$ cat src/rtl/rtcomp_mc.sv
// rtcomp_mc: route computation for a 2D-mesh router with multicast support.
// Unicast headers are routed XY in a single cycle. A multicast header is split
// into one branch descriptor per non-empty output partition (order L, N, E, S, W),
// one descriptor per downstream handshake.
module rtcomp_mc #(
  parameter  int MY_XPOS = 0,
  parameter  int MY_YPOS = 0,
  parameter  int XSIZE   = 4,
  parameter  int YSIZE   = 4,
  parameter  int VCH     = 2,
  localparam int NODES   = XSIZE * YSIZE,
  localparam int NW      = (NODES > 1) ? $clog2(NODES) : 1,
  localparam int VW      = (VCH > 1) ? $clog2(VCH) : 1
) (
  input  logic             clk,
  input  logic             rst_,
  input  logic             in_valid,
  output logic             in_ready,
  input  logic             in_mcast,
  input  logic [NW-1:0]    in_udst,
  input  logic [NODES-1:0] in_mdst,
  input  logic [VW-1:0]    in_vch,
  output logic             out_valid,
  input  logic             out_ready,
  output logic [4:0]       out_port,
  output logic [VW-1:0]    out_vch,
  output logic [NODES-1:0] out_dmask,
  output logic             out_last,
  output logic             out_err
);

  typedef enum logic {S_IDLE, S_BRANCH} state_t;

  localparam logic [4:0] P_L = 5'b00001;
  localparam logic [4:0] P_N = 5'b00010;
  localparam logic [4:0] P_E = 5'b00100;
  localparam logic [4:0] P_S = 5'b01000;
  localparam logic [4:0] P_W = 5'b10000;

  // An out-of-range unicast index is only representable when NODES is not a power of two.
  localparam bit UDST_CAN_OVF = (2 ** NW) > NODES;

  // Static destination partition of the mesh as seen from this router.
  function automatic logic [NODES-1:0] part_mask(input int dir);
    logic [NODES-1:0] m;
    int x, y;
    m = '0;
    for (int n = 0; n < NODES; n++) begin
      x = n % XSIZE;
      y = n / XSIZE;
      case (dir)
        0:       m[n] = (x == MY_XPOS) && (y == MY_YPOS);
        1:       m[n] = (x == MY_XPOS) && (y <  MY_YPOS);
        2:       m[n] = (x >  MY_XPOS);
        3:       m[n] = (x == MY_XPOS) && (y >  MY_YPOS);
        default: m[n] = (x <  MY_XPOS);
      endcase
    end
    return m;
  endfunction

  localparam logic [NODES-1:0] M_L = part_mask(0);
  localparam logic [NODES-1:0] M_N = part_mask(1);
  localparam logic [NODES-1:0] M_E = part_mask(2);
  localparam logic [NODES-1:0] M_S = part_mask(3);
  localparam logic [NODES-1:0] M_W = part_mask(4);

  state_t           r_state, w_state_nxt;
  logic [NODES-1:0] r_resid;
  logic             r_valid, r_last, r_err;
  logic [4:0]       r_port;
  logic [VW-1:0]    r_vch;
  logic [NODES-1:0] r_dmask;

  logic             w_accept, w_adv;
  logic [NODES-1:0] w_src, w_sel_mask, w_rem, w_umask;
  logic [4:0]       w_sel_port, w_uport;
  logic             w_uerr;
  int               w_ux, w_uy;

  assign in_ready = (r_state == S_IDLE) && (!r_valid || out_ready);
  assign w_accept = in_valid && in_ready;
  assign w_adv    = (r_state == S_BRANCH) && r_valid && out_ready;

  // Branches are carved from the incoming bitmap on acceptance, else from the residual.
  assign w_src = (r_state == S_IDLE) ? in_mdst : r_resid;

  // Pick the first non-empty partition in L, N, E, S, W order and what is left after it.
  always_comb begin
    // NOTE: every combinational output gets a default first so no path infers a latch.
    w_sel_port = '0;
    w_sel_mask = '0;
    if      (|(w_src & M_L)) begin w_sel_port = P_L; w_sel_mask = w_src & M_L; end
    else if (|(w_src & M_N)) begin w_sel_port = P_N; w_sel_mask = w_src & M_N; end
    else if (|(w_src & M_E)) begin w_sel_port = P_E; w_sel_mask = w_src & M_E; end
    else if (|(w_src & M_S)) begin w_sel_port = P_S; w_sel_mask = w_src & M_S; end
    else if (|(w_src & M_W)) begin w_sel_port = P_W; w_sel_mask = w_src & M_W; end
    w_rem = w_src & ~w_sel_mask;
  end

  // XY routing of a unicast destination; bad indices go to L with an empty mask.
  always_comb begin
    w_ux    = int'(in_udst) % XSIZE;
    w_uy    = int'(in_udst) / XSIZE;
    w_uerr  = UDST_CAN_OVF && (int'(in_udst) >= NODES);
    w_uport = P_L;
    w_umask = '0;
    if (!w_uerr) begin
      w_umask = NODES'(1) << in_udst;
      if      (w_ux > MY_XPOS) w_uport = P_E;
      else if (w_ux < MY_XPOS) w_uport = P_W;
      else if (w_uy < MY_YPOS) w_uport = P_N;
      else if (w_uy > MY_YPOS) w_uport = P_S;
      else                     w_uport = P_L;
    end
  end

  // Next state: stay in BRANCH while a residual remains after the branch being loaded.
  always_comb begin
    w_state_nxt = r_state;
    case (r_state)
      S_IDLE:   if (w_accept && in_mcast && (w_rem != '0)) w_state_nxt = S_BRANCH;
      S_BRANCH: if (w_adv && (w_rem == '0))                w_state_nxt = S_IDLE;
      default:  w_state_nxt = S_IDLE;
    endcase
  end

  // State register.
  always_ff @(posedge clk or negedge rst_) begin
    // NOTE: sequential state uses non-blocking assignment so all flops update together.
    if (!rst_) r_state <= S_IDLE;
    else       r_state <= w_state_nxt;
  end

  // Descriptor register and residual bitmap; fields only change on accept or advance.
  always_ff @(posedge clk or negedge rst_) begin
    if (!rst_) begin
      r_resid <= '0;
      r_valid <= 1'b0;
      r_port  <= '0;
      r_vch   <= '0;
      r_dmask <= '0;
      r_last  <= 1'b0;
      r_err   <= 1'b0;
    end else begin
      r_err <= 1'b0;
      if (w_accept) begin
        r_vch <= in_vch;
        if (!in_mcast) begin
          r_valid <= 1'b1;
          r_port  <= w_uport;
          r_dmask <= w_umask;
          r_last  <= 1'b1;
          r_err   <= w_uerr;
          r_resid <= '0;
        end else if (in_mdst == '0) begin
          r_valid <= 1'b0;
          r_resid <= '0;
        end else begin
          r_valid <= 1'b1;
          r_port  <= w_sel_port;
          r_dmask <= w_sel_mask;
          r_last  <= (w_rem == '0);
          r_resid <= w_rem;
        end
      end else if (w_adv) begin
        r_port  <= w_sel_port;
        r_dmask <= w_sel_mask;
        r_last  <= (w_rem == '0);
        r_resid <= w_rem;
      end else if (r_valid && out_ready) begin
        r_valid <= 1'b0;
      end
    end
  end

  assign out_valid = r_valid;
  assign out_port  = r_port;
  assign out_vch   = r_vch;
  assign out_dmask = r_dmask;
  assign out_last  = r_last;
  assign out_err   = r_err;

endmodule

$ cat config.mk
export PLATFORM = sky130hd
export DESIGN_NAME = rtcomp_mc
export DESIGN_NICKNAME = d
export VERILOG_FILES = /design/src/rtl/rtcomp_mc.sv
export SDC_FILE = /design/constraint.sdc
export NUM_CORES = 1
export LEC_CHECK = 0
export ABC_AREA = 1
export CAP_MARGIN = 10
export CORE_ASPECT_RATIO = 0.5
export CORE_MARGIN = 10
export CORE_UTILIZATION = 51
export CTS_BUF_LIST = sky130_fd_sc_hd__clkbuf_16
export DETAILED_ROUTE_END_ITERATION = 8
export PLACE_DENSITY = 0.77
export SLEW_MARGIN = 20
export SYNTH_ARGS = -nofsm -noshare
export SYNTH_HDL_FRONTEND = slang
export SYNTH_SLANG_ARGS = --single-unit
$ cat constraint.sdc
create_clock -name clk -period 2.2 [get_ports clk]
set_clock_uncertainty 0.15 [all_clocks]
set_input_delay 0.66 -clock clk [delete_from_list [all_inputs] [get_ports clk]]
set_output_delay 0.66 -clock clk [all_outputs]
set_load 0.1 [all_outputs]
# Word level (Yosys, flattened, before mapping)
# Index checks and enable logic that the tools add are counted.
# op_classes
reduce_logical	19
shift	1
eq_ne	2
bitwise	3
muxes	35
n_lt_le_gt_ge	4
# op_table
cell	n
$mux W16	11
$mux W5	8
$logic_not A16 Y1	2
$and A16 B16 Y16	1
$not A16 Y16	1
$reduce_bool A16 Y1	1
$shl A1 B4 Y16 const A	1
$mux W13	1
$mux W4	3
$reduce_or A12 Y1	1
$mux W1	11
$logic_and A1 B1 Y1	8
$gt A2 B1 Y1 const B	2
$lt A2 B1 Y1 const B	2
$reduce_and A2 Y1	2
$reduce_bool A2 Y1	2
$ne A3 B3 Y1 const B	1
$reduce_or A3 Y1	1
$ne A2 B2 Y1 const B	1
$pmux W1 S2	1
$logic_not A1 Y1	1
$logic_or A1 B1 Y1	1
$not A1 Y1	1
# word_totals
register_bits	41
out_inout_bits	26
inputBits	26

# Longest topological paths before layout
# depth
word_depth	11
depth_mapped	12

# Worst setup path after synthesis
# No wires, ideal clock.
# synth_path
path_kind	register to output
start	register r_valid (netlist: out_valid)
end	output port in_ready
stages_incl_launch_ff	4
t_arrival_ns	1.695
required_time_ns	1.390
path_buffers	0
path_slack_ns	-0.305
path_cell_list	dfrtp_1 > inv_1 > o21ai_2 > inv_1
# synth_between
elab_chain_len	3
# synth_lines
item	line_no	rtl
from (decl)	70	logic r_valid, r_last, r_err;
from (signal assigned)	139	r_valid <= 1'b0;
from (signal assigned)	150	r_valid <= 1'b1;
from (signal assigned)	157	r_valid <= 1'b0;
$logic_not A1 Y1	81	assign in_ready = (r_state == S_IDLE) && (!r_valid || out_ready);
$logic_or A1 B1 Y1	81	
$logic_and A1 B1 Y1	81	
to (decl)	18	output logic in_ready,
# Every way passes these cells.

# Final worst setup path
# layout_path
start	input port in_mdst[3]
end	register r_resid[12]
# layout_between
elab_chain_len	9
word_cells_on_any_way	11
cone_classes	mux (7); bitwise (2); reduce/logical (2)
# layout_lines
item	line_no	rtl
from (decl)	21	input logic [NODES-1:0] in_mdst,
$mux W16	86	assign w_src = (r_state == S_IDLE) ? in_mdst : r_resid;
$reduce_or A12 Y1	95	else if (|(w_src & M_E)) begin w_sel_port = P_E; w_sel_mask = w_src & M_E; end
$mux W16	95	
$mux W16	93	if (|(w_src & M_L)) begin w_sel_port = P_L; w_sel_mask = w_src & M_L; end
$not A16 Y16	98	w_rem = w_src & ~w_sel_mask;
$and A16 B16 Y16	98	
$mux W16	156	end else if (in_mdst == '0) begin
$mux W16	149	if (!in_mcast) begin
$mux W16 *	147	if (w_accept) begin
to (signal assigned)	164	r_resid <= w_rem;
to (signal assigned)	170	r_resid <= w_rem;
to (decl)	69	logic [NODES-1:0] r_resid;
# Every way passes the cells marked *; elsewhere a longest branch is shown, timed or not. The select of a mux whose other input is x is not followed.
# A chain may end at the register's enable or synchronous reset.

==> results_dict.tcl <==
set metrics [dict create \
    fillers 248 \
    via_count 2672 \
    worst_path_most_repeated_cell "nand4_1" \
    via_per_inst 5.376 \
    dp_hpwl_um 5507 \
    critPathArrivalTime_ns 2.21 \
    final.setup.tns_ns -0.00008882 \
    cp-end-kind "register" \
    yosys-top-cells-area "dfrtp_1, nand2_1, inv_1" \
    clockBufferDepth 2 \
    cap_violations 0 \
    gr-total-overflow 0 \
    ys_types 29 \
    post-place-cells 480 \
    drtPass1Iterations 8 \
    syn_inst 337 \
    clock_latency_ns 0.29 \
    drt-initial-drc-count 311 \
    hp-class "reg -> reg" \
    cp-start-kind "input port" \
    initial_utilization 0.5328 \
    min_period_ns 2.200 \
    status "finished, violations left" \
    vdd_drop_max_mv 1.017 \
    synth_edf_count 0 \
    rows 17 \
    synthFlopType "dfrtp_1" \
    crit_path_top_delay_cell "clkdlybuf4s50_1" \
    synth_seq_cells 38 \
    clock_sinks 38 \
    synth-xor-area-share 0 \
    ys_async_sr_fraction 1.000 \
    fmax_mhz 454.5 \
    antenna_found_initial 0 \
    grt_pass1_vias 2439 \
    grt_max_degree 32 \
    io_pins 52 \
    grt_use_total 0.1985 \
    rsz0062_at_grt "yes" \
    finalHoldViolations 0 \
    yosysMostFrequentCell "nand2_1" \
    slew_viol_final 0 \
    avgSynthCellArea_um2 7.028 \
    wl_per_cell_um 16.65 \
    htreeDepth 2 \
    area_growth_pct 61.86 \
    die_width_um 116.4 \
    antennaDiodeCount 0 \
    synth_top_area_cell "dfrtp_1" \
    drc 0 \
    drive_gt1_frac 0.3000 \
    root_buffer "clkbuf_16" \
    crit_type "in -> reg" \
    syn_area_um2 2369 \
    synth.top_cell.area_share 0.4015 \
    synth_compound_area_frac 0.1083 \
    yosys_warnings 0 \
    hold_buffers 0 \
    synth_top_family_by_area "simple AND/OR/NAND/NOR gates" \
    yosys.area_share.simple 0.3714 \
    core_area_um2 4446 \
    slowest_delay_ns 0.44 \
    dieArea_um2 7936 \
    fin_ws_ns -0.00008882 \
    finalCritPeriodShare 1.000 \
    layout.nets 465 \
    cts_buffers 5 \
    cts_tree "built" \
    numPortBuffers 48 \
    crit_path_max_fanout 6 \
    setup_viol 1 \
    critical_path_required_ns 2.21 \
    path_clk_slew_ns 0.06 \
    drt.antenna.violating_nets 0 \
    synthAdderAreaFrac 0 \
    synth_mux_area_frac 0 \
    seq_area_frac_synth 0.4015 \
    gp_congestion 1.048 \
    synth_commonest_cells "nand2_1, inv_1, dfrtp_1" \
    grt_pass1_wl_um 12320 \
    totalWireLength_um 8273 \
    power.static_leakage_nw 1.965 \
    violations "negative setup slack" \
    powerDensity_nw_per_um2 1744 \
    die_y_um 68.19 \
    crit_chain "clkdlybuf4s50_1 -> inv_2 -> nand4_1 -> nor2_1 -> nand4_1 -> o21ai_4 -> buf_12 -> nor2_4 -> nand2_1 -> o21ai_1" \
    fin_cells 497 \
]
-- path summary, 6_finish.rpt --
kind | from | to | slack, ns | cells past startpoint
worst min-delay path | r_resid[13] | r_resid[13] | 0.34 | 2
worst min register to register | r_resid[13] | r_resid[13] | 0.34 | 2
worst max-delay path | in_mdst[3] | r_resid[12] | -0.00009 | 10
min in group asynchronous | rst_ | out_valid | 0.52 | 1
max in group asynchronous | rst_ | out_dmask[13] | 0.87 | 2
worst max register to register | out_valid | r_resid[12] | 0.08 | 11
-- placed cells by master (no fill, tap or decap), types with 5 or more instances in the layout --
cell,n
dfrtp_1,37
nor3_1,6
nor2_4,7
nand2_2,9
o21ai_1,5
buf_12,26
clkdlybuf4s50_1,15
o21ai_0,15
nor2_1,30
buf_4,50
inv_1,38
nand2_1,105
inv_2,8
dlymetal6s2s_1,6
clkbuf_16,7
nand3_1,24
a21oi_1,6
-- flip-flops by register name, indices dropped and copies added, names as in the netlist --
register   cells
r_resid       15
out_port       3
r_state        1
out_valid      1
out_last       1
out_vch        1
out_dmask     16
-- power breakdown --
group | internal, mW | total [mW] | switching, mW
clock | 0.646 | 0.945 | 0.299
combinational | 1.74 | 4.54 | 2.80
sequential | 0.968 | 1.20 | 0.229
-- metal layers --
metal / GRT usage / wire length, um / up-vias
met5: 0 / 0 / -
met4: 0.07430 / 233 / 0
met3: 0.05061 / 856 / 26
met2: 0.3125 / 3733 / 161
met1: 0.2604 / 3449 / 1217
li1: - / - / 1268
-- repair_timing --
item	in CTS	in global routing
endpoints found under the setup margin	31	29
gates resized for setup	8	29
pin swaps	3	16
setup buffers	1	5
cloned	0	3
-- final cells by class --
class,instances,area [um2],area share
inverters,49,192.7,0.05026
flip-flops and latches,38,954.7,0.2490
well taps,57,71.32,0.01860
clock buffers,5,125.1,0.03264
multi-input cells,241,1215,0.3169
repair buffers,104,1211,0.3159
clock inverters,3,63.81,0.01664
-- through the flow --
step                        util  hold slack, ns  total power [mW]  worst slack [ns]  instance area (um2)
final                     0.8624          0.3381             6.687       -0.00008882                 3834
after global routing      0.8624          0.3800             6.999          -0.06734                 3834
after CTS                 0.8286          0.3355             6.394          0.005687                 3684
after detailed placement  0.7827          0.3219             5.408           -0.4512                 3480
after global placement    0.7827          0.3147             5.326           -0.3119                 3480
after floorplan                -          0.2144             3.712          0.007478                 2391
-- cells by family (layout without fill, tap and decap cells) --
group           Yosys count  after routing
simple gates            194            195
buf+inv                  61            161
compound gates           43             43
flops                    38             38
other cells               1              3
-- critical path: cells and delay by family --
kind | cells | cell delay, ns
buffers and inverters | 3 | 0.69
AOI/OAI and AO/OA | 2 | 0.33
and+or+nand+nor | 5 | 0.52
Note: power is estimated with default switching activity, not from simulation.
